### src/rtl/alu_mc_pkg.sv
// Shared op-codes, FSM states and sizing helper for the multi-cycle ALU.
// The MUL state exists only when ALU_MC_MUL_EN is defined.
package alu_mc_pkg;

  localparam logic [4:0] OP_ADD  = 5'b00000;
  localparam logic [4:0] OP_SUB  = 5'b01000;
  localparam logic [4:0] OP_SLL  = 5'b00001;
  localparam logic [4:0] OP_SLT  = 5'b00010;
  localparam logic [4:0] OP_SLTU = 5'b00011;
  localparam logic [4:0] OP_XOR  = 5'b00100;
  localparam logic [4:0] OP_SRL  = 5'b00101;
  localparam logic [4:0] OP_SRA  = 5'b01101;
  localparam logic [4:0] OP_OR   = 5'b00110;
  localparam logic [4:0] OP_AND  = 5'b00111;
  localparam logic [4:0] OP_MUL  = 5'b10000;

`ifdef ALU_MC_MUL_EN
  typedef enum logic [1:0] {IDLE, SHIFT, MUL, DONE} state_t;
`else
  typedef enum logic [1:0] {IDLE, SHIFT, DONE} state_t;
`endif

  typedef enum logic [1:0] {SH_LEFT, SH_RIGHT_LOG, SH_RIGHT_ARITH} sh_mode_t;

  // Counter must hold a full WIDTH-bit shift amount, hence one extra bit.
  function automatic int cnt_width(input int width);
    return $clog2(width) + 1;
  endfunction

endpackage

### src/rtl/alu_mc_shifter.sv
// Iterative shifter: loads on start, shifts min(SHIFT_STEP, remaining) per cycle.
// `last` flags the cycle whose shift finishes the job; `result` is that cycle's output.
module alu_mc_shifter
  import alu_mc_pkg::*;
#(
  parameter int WIDTH      = 32,
  parameter int SHIFT_STEP = 1
) (
  input  logic                     clock,
  input  logic                     reset,
  input  logic                     start,
  input  sh_mode_t                 mode,
  input  logic [WIDTH-1:0]         data,
  input  logic [$clog2(WIDTH)-1:0] amt,
  output logic                     last,
  output logic [WIDTH-1:0]         result
);

  localparam int CW = cnt_width(WIDTH);
  localparam logic [CW-1:0] STEP = CW'(SHIFT_STEP);

  sh_mode_t        mode_q;
  logic [WIDTH-1:0] val;
  logic [CW-1:0]    remaining;
  logic [CW-1:0]    step;

  assign step = (remaining < STEP) ? remaining : STEP;
  assign last = (remaining != '0) && (remaining <= STEP);

  always_comb begin
    result = val;
    case (mode_q)
      SH_LEFT:        result = val << step;
      SH_RIGHT_ARITH: result = $signed(val) >>> step;
      default:        result = val >> step;
    endcase
  end

  always_ff @(posedge clock or posedge reset) begin
    if (reset) begin
      mode_q    <= SH_LEFT;
      val       <= '0;
      remaining <= '0;
    end else if (start) begin
      mode_q    <= mode;
      val       <= data;
      remaining <= {1'b0, amt};
    end else if (remaining != '0) begin
      val       <= result;
      remaining <= remaining - step;
    end
  end

endmodule

### src/rtl/alu_mc.sv
// Multi-cycle execute-stage ALU with valid/ready on both sides, iterative shifter
// and, when ALU_MC_MUL_EN is defined, an iterative shift-add multiplier.
module alu_mc
  import alu_mc_pkg::*;
#(
  parameter int WIDTH      = 32,
  parameter int SHIFT_STEP = 1
) (
  input  logic             clock,
  input  logic             reset,
  input  logic             in_valid,
  output logic             in_ready,
  input  logic [WIDTH-1:0] in_a,
  input  logic [WIDTH-1:0] in_b,
  input  logic [4:0]       control,
  output logic             out_valid,
  input  logic             out_ready,
  output logic [WIDTH-1:0] out,
  output logic             busy
);

  localparam int AW = $clog2(WIDTH);

  state_t           state;
  logic             accept;
  logic             is_shift;
  logic             shift_start;
  logic [AW-1:0]    amt;
  logic [WIDTH-1:0] simple_res;
  logic [WIDTH-1:0] sh_result;
  logic             sh_last;
  sh_mode_t         sh_mode;

  assign in_ready    = (state == IDLE) || (state == DONE && out_ready);
  assign accept      = in_valid && in_ready;
  assign amt         = in_b[AW-1:0];
  assign is_shift    = (control == OP_SLL) || (control == OP_SRL) || (control == OP_SRA);
  assign shift_start = accept && is_shift && (amt != '0);

  always_comb begin
    sh_mode = SH_RIGHT_LOG;
    if (control == OP_SLL)      sh_mode = SH_LEFT;
    else if (control == OP_SRA) sh_mode = SH_RIGHT_ARITH;
  end

  // Single-cycle results; shifts only reach here with a zero amount.
  always_comb begin
    simple_res = '0;
    case (control)
      OP_ADD:  simple_res = in_a + in_b;
      OP_SUB:  simple_res = in_a - in_b;
      OP_SLT:  simple_res = {{(WIDTH-1){1'b0}}, $signed(in_a) < $signed(in_b)};
      OP_SLTU: simple_res = {{(WIDTH-1){1'b0}}, in_a < in_b};
      OP_XOR:  simple_res = in_a ^ in_b;
      OP_OR:   simple_res = in_a | in_b;
      OP_AND:  simple_res = in_a & in_b;
      OP_SLL, OP_SRL, OP_SRA: simple_res = in_a;
      default: simple_res = '0;
    endcase
  end

  alu_mc_shifter #(
    .WIDTH      (WIDTH),
    .SHIFT_STEP (SHIFT_STEP)
  ) u_shifter (
    .clock  (clock),
    .reset  (reset),
    .start  (shift_start),
    .mode   (sh_mode),
    .data   (in_a),
    .amt    (amt),
    .last   (sh_last),
    .result (sh_result)
  );

`ifdef ALU_MC_MUL_EN
  logic [WIDTH-1:0] acc;
  logic [WIDTH-1:0] mcand;
  logic [WIDTH-1:0] mplier;
  logic [AW-1:0]    mul_cnt;
  logic [WIDTH-1:0] acc_next;

  assign acc_next = acc + (mplier[0] ? mcand : '0);
`endif

  always_ff @(posedge clock or posedge reset) begin
    if (reset) begin
      state     <= IDLE;
      out       <= '0;
      out_valid <= 1'b0;
      busy      <= 1'b0;
`ifdef ALU_MC_MUL_EN
      acc       <= '0;
      mcand     <= '0;
      mplier    <= '0;
      mul_cnt   <= '0;
`endif
    end else begin
      case (state)
        SHIFT: if (sh_last) begin
          out       <= sh_result;
          out_valid <= 1'b1;
          busy      <= 1'b0;
          state     <= DONE;
        end
`ifdef ALU_MC_MUL_EN
        MUL: begin
          acc     <= acc_next;
          mcand   <= mcand << 1;
          mplier  <= mplier >> 1;
          mul_cnt <= mul_cnt + 1'b1;
          if (mul_cnt == AW'(WIDTH-1)) begin
            out       <= acc_next;
            out_valid <= 1'b1;
            busy      <= 1'b0;
            state     <= DONE;
          end
        end
`endif
        DONE: if (out_ready) begin
          out_valid <= 1'b0;
          state     <= IDLE;
        end
        default: ;
      endcase

      // Accept overrides the DONE->IDLE drain so back-to-back ops see no bubble.
      if (accept) begin
        if (shift_start) begin
          out_valid <= 1'b0;
          busy      <= 1'b1;
          state     <= SHIFT;
        end
`ifdef ALU_MC_MUL_EN
        else if (control == OP_MUL) begin
          out_valid <= 1'b0;
          busy      <= 1'b1;
          acc       <= '0;
          mcand     <= in_a;
          mplier    <= in_b;
          mul_cnt   <= '0;
          state     <= MUL;
        end
`endif
        else begin
          out       <= simple_res;
          out_valid <= 1'b1;
          state     <= DONE;
        end
      end
    end
  end

endmodule

### config.mk
export PLATFORM = sky130hd
export DESIGN_NAME = alu_mc
export DESIGN_NICKNAME = d
export VERILOG_FILES = /design/src/rtl/alu_mc_pkg.sv /design/src/rtl/alu_mc_shifter.sv /design/src/rtl/alu_mc.sv
export SDC_FILE = /design/constraint.sdc
export NUM_CORES = 1
export LEC_CHECK = 0
export CAP_MARGIN = 20
export CORE_MARGIN = 8
export CORE_UTILIZATION = 58
export CTS_CLUSTER_DIAMETER = 60
export DETAILED_ROUTE_END_ITERATION = 10
export PLACE_DENSITY_LB_ADDON = 0.2
export SETUP_SLACK_MARGIN = 0.02
export SLEW_MARGIN = 15
export SYNTH_ARGS = -nofsm -noshare
export SYNTH_HDL_FRONTEND = slang
export SYNTH_SLANG_ARGS = --single-unit
### constraint.sdc
create_clock -name clock -period 3.35 [get_ports clock]
set_clock_uncertainty 0.2 [all_clocks]
set_input_delay 0.5025 -clock clock [delete_from_list [all_inputs] [get_ports clock]]
set_output_delay 0.5025 -clock clock [all_outputs]
set_load 0.1 [all_outputs]
-- Yosys cells after proc, flatten, opt, wreduce, memory -nomap -nowiden
Cells that the tools add are included.
W data, S select, Z words.
- add/subtract/negate cells: 3
- multiply operators: 0
- div/mod/pow operators: 0
- order comparisons: 4
- equality and inequality tests: 14
- shift operators: 3
- muxes and demuxes: 27
- bitwise operators: 3
- reductions and logical operators: 17
- operators with widths (cell ; number):
    $pmux W32 S8 ; 1
    $mux W32 ; 6
    $lt A32 B32 Y1 ; 2
    $pmux W32 S2 ; 1
    $add A32 B32 Y32 ; 1
    $and A32 B32 Y32 ; 1
    $or A32 B32 Y32 ; 1
    $shl A32 B6 Y32 ; 1
    $shr A32 B6 Y32 ; 1
    $sshr A32 B6 Y32 ; 1
    $sub A32 B32 Y32 ; 1
    $xor A32 B32 Y32 ; 1
    $eq A5 B3 Y1 const B ; 4
    $mux W6 ; 3
    $mux W2 ; 6
    $eq A5 B2 Y1 const B ; 2
    $eq A5 B4 Y1 const B ; 2
    $mux W1 ; 8
    $le A6 B1 Y1 const B ; 1
    $lt A6 B1 Y1 const B ; 1
    $ne A3 B3 Y1 const B ; 2
    $reduce_bool A6 Y1 ; 1
    $sub A6 B6 Y6 ; 1
    $eq A5 B1 Y1 const B ; 1
    other kinds (13) ; 21
- register bits after elaboration: 76
- bits in latches: 0
- bits in writable memories: 0
- ROM bits: 0
- input bits: 73
- output and inout port bits: 35
- memories: 0

-- Longest topological paths before layout
- word-level depth: 8
- depth in mapped cells: 14
- mapped depth without buffers: 14

-- By module
From an unflattened synthesis, not the netlist that was laid out.
- cell total of the unflattened synthesis: 1349
- area, all modules: 10143.5 um^2
- by module, submodules not included (module ; times used ; cells an instance ; area an instance (um^2)):
    alu_mc ; 1 ; 1050 ; 7333.3
    alu_mc_shifter ; 1 ; 299 ; 2810.2

-- Worst setup path before layout
Ideal clock, no wire load.
- path type: in2reg
- start: in in_a[0]
- end: reg out[30]
- arrival: 3.099 ns
- data required time: 3.024 ns
- setup slack: -0.075 ns
- stages: 14
- buffers on the path: 0
- cells stage by stage: inv_1 -> ha_1 -> inv_1 -> fa_1 -> nor2b_1 -> o21a_1 -> o21ai_2 -> o211a_4 -> a31oi_2 -> a221o_1 -> a221oi_4 -> nand3b_1 -> a31oi_1 -> o32a_1
- longest elaborated chain between the ends: 4
- elaborated cells between the ends (all ways): 5
- those cells by class: 2 x add/sub; 3 x mux
- RTL lines (what ; line ; RTL):
    start, declared ; alu_mc.sv:13 ; input logic [WIDTH-1:0] in_a,
    $sub A32 B32 Y32 or $add A32 B32 Y32 (tied branches) ; alu_mc.sv:51, alu_mc.sv:50 ;
    $pmux W32 S8 (*) ; alu_mc.sv:49 ; case (control)
    $mux W32 (*) ; alu_mc.sv:129 ; if (shift_start) begin
    $mux W32 (*) ; alu_mc.sv:128 ; if (accept) begin
    end signal, assigned ; alu_mc.sv:101 ; out <= sh_result;
    end signal, assigned ; alu_mc.sv:146 ; out <= simple_res;
    end, declared ; alu_mc.sv:18 ; output logic [WIDTH-1:0] out,
Mark *: on every way between the ends. The rest lies on a longest branch, timed or not.
A chain may end at the register's enable or synchronous reset.

-- Worst setup path after layout
- start: in in_a[15]
- end: reg out[29]
The elaborated chain is that of the path after synthesis.

==> impl_results.md <==
* Crit-path most repeated cell: buf_4
* CTS tree: built
* CP Capture Type: flip-flop
* Crit path time final at 3330 ps
* Layout net count at 1775
* Register area at 1880 sq um
* Area share of the largest cell type after synthesis at 0.204
* Max stage delay on crit path at 430 ps
* Buffers plus inverters on the worst setup path at 4
* Hold crit path type: in2async
* DP HPWL at 30100 microns
* PortBufs at 107
* Crit Path Class: in2reg
* Max-cap violations at 0
* Synth Area in Adders at 0.146
* Hold Fails Final Rpt at 0
* Grt peak-use layer: met2
* Grt met1 use at 0.503
* Total number of vias at 12.1k
* Share of post-route cells with drive strength above 1 at 0.309
* Mux cell area share after synthesis at 0.0469
* Row count at 46
* Latest clock arrival within the worst-skew pair at 340 ps
* Initial antenna violation count at 2
* Gpl congestion at 1.04
* First-pass DRT Iterations at 8
* WP data arrival at 3370 ps
* Critical-path top delay cell: clkdlybuf4s50_1
* P per Cell Area at 354 nW/um^2
* Cell chain of the critical path: clkdlybuf4s50_1 -> buf_4 -> ha_1 -> nor2b_1 -> o21ai_1 -> a2111oi_2 -> buf_4 -> a211o_1 -> a221oi_4 -> buf_4 -> o211ai_2 -> mux2i_1 -> a211oi_2
* Netlist cell types at 83
* Final antenna-violating net count at 0
* EDFF count, synth at 0
* Max Buffers Root-to-Sink at 2
* Cts hold-fix bufs at 0
* Peak supply drop at 282 uV
* GR Overflow Total at 0
* Filler cell count at 934
* Most frequent cells in the layout: 325 x buf_4, 161 x nand2_1, 137 x o21ai_0
* Synth Area per Inst at 7.31 sq um
* R2R Path Start: u_shifter.remaining[3]
* Die Span X at 142 microns
* Final Total Pwr at 4730 uW
* Syn Std Cell Area at 9210 sq um
* Worst slew margin at 0.544
* First-pass GRT wire length at 60900 microns
* Most common cell after layout, fill and taps aside: buf_4
* Syn Nets at 1439
* CTS root buffer: clkbuf_16
* CTS Sinks at 75
* Drt via density at 6.65
* FFs w/ async S/R, synth at 1.00
* CP startpoint kind: input port
* Post-placement cell area at 12300 sq um
* Die Y-Extent at 142 microns
* Initial DRC count at 1933
* Area Growth Syn to Fin at 44.9%
* TritonCTS Buffers at 9
* Largest net degree at the start of global routing at 60
* Final setup viols at 0
* CP required at 3390 ps
* Starting Density at 0.586
* Hold_ws at 261 ps
* Synth Flop Type: dfrtp_1
* Multi-input combinational cell area at 7220 sq um
* Final Max Slew Viols at 0
* Least-Margin Pin Slew at 667 ps
* Reg clk slew, reported paths at 60 ps
* Largest family of logic cells by synthesized area: compound AO/OA/AOI/OAI gates
* Core Area at 15700 sq um
* Crit path from: in_a[15]
* Yosys warns at 0
* Max Fclk at 300 MHz
* #FFs+latches synth at 75
* Gr usage total at 0.381
* Residual DRC at 0
* Post-layout instance area at 13300 sq um
* Htree depth at 3
* Ratio of final minimum period to clock period at 0.995
* Simple-Gate Fraction of Synth Area at 0.181
* Die area at 20200 sq um
* Met2 Use GR at 0.589
* Compound-gate portion of the synthesized area at 0.328
* Io pins at 108
* Status: complete, no violations
* Final core utilization at 0.849
* Synth Area in XOR/XNOR at 0.0209
* Post-Syn Instances at 1260
* Vias in the first global route at 11.2k
* Cell family with most CP delay: compound AO/OA/AOI/OAI gates
* Setup TNS at 0 ps
* Drt wl/cell at 22.8 microns
* Most area-consuming cells after synthesis: dfrtp_1 20%, ha_1 14%, o21ai_0 7.6%
* Lkg Pwr at 0.00630 uW
* Cell taking the most area after synthesis: dfrtp_1
* Sequential area share after synthesis at 0.204
* Post-Route WL at 41500 microns
* Critical path peak fanout at 3
* Met3 GRT Util at 0.101
==> cells in the mapped netlist (17+ instances only) <==
library cell and instances:
a21oi_1 111, clkbuf_1 66, dfrtp_1 75, ha_1 104
inv_1 92, mux2i_1 42, nand2_1 162, nor2_1 96
nor3_1 22, o211ai_1 17, o21ai_0 140, o21bai_1 19
xnor2_1 20
==> cell families (layout without fill, tap and decap cells) <==
family | count (synthesis) | after routing
compound gates | 465 | 465
xor+xnor | 22 | 22
fa+ha+maj | 106 | 106
buf+inv | 177 | 518
flops | 75 | 75
mux | 43 | 43
other cells | 0 | 1
simple gates | 372 | 372
==> where the power goes <==
| part | total (uW) | switching [uW] | internal [uW] |
|---|---|---|---|
| Clock | 1020 | 420 | 604 |
| Sequential | 1300 | 188 | 1110 |
| Combinational | 2410 | 1420 | 989 |
| Total | 4730 | 2030 | 2700 |
==> layer usage <==
layer | share of wire | routed length [microns]
met1 | 0.38 | 15900
met5 | 0 | 0
met2 | 0.44 | 18100
met3 | 0.14 | 5810
met4 | 0.042 | 1750
==> registers in the layout (all words and copies together), names as in the netlist <==
name,flops
busy,1
u_shifter.remaining,6
u_shifter.mode_q,2
u_shifter.val,32
state,1
out_valid,1
out,32
==> metrics by stage <==
step,cells,setup WS [ps]
2_1_floorplan,1260,5.46
3_3_place_gp,1772,-697
3_5_place_dp,1772,-749
4_1_cts,1803,4.46
5_1_grt,1817,-76.1
6_report,1818,16.2
==> worst paths after layout <==
check,to,slack (ps),depth (start not counted)
min in group clock,busy,310,2
hold reg to reg,busy,310,2
setup reg to reg,out[10],310,11
setup / recovery,out[29],20,13
max in group asynchronous,u_shifter.remaining[1],2020,3
hold / removal,u_shifter.val[22],260,2
==> area by class of cell <==
| class | count | share of cell area |
|---|---|---|
| Multi-Input combinational cell | 1008 | 0.541 |
| Inverter | 97 | 0.0282 |
| Clock buffer | 10 | 0.0179 |
| Clock inverter | 6 | 0.00544 |
| Sequential cell | 75 | 0.141 |
| Timing Repair Buffer | 405 | 0.246 |
| Antenna cell | 1 | 0.000188 |
| Tap cell | 216 | 0.0203 |
==> repair_timing <==
| item | CTS | global route |
|---|---|---|
| setup buffers | 15 | 15 |
| setup endpoints to repair | 21 | 22 |
| gates cloned | 0 | 0 |
| gates resized for setup | 67 | 121 |
| pin swaps | 37 | 37 |
Power figures use the tool's default switching activity.
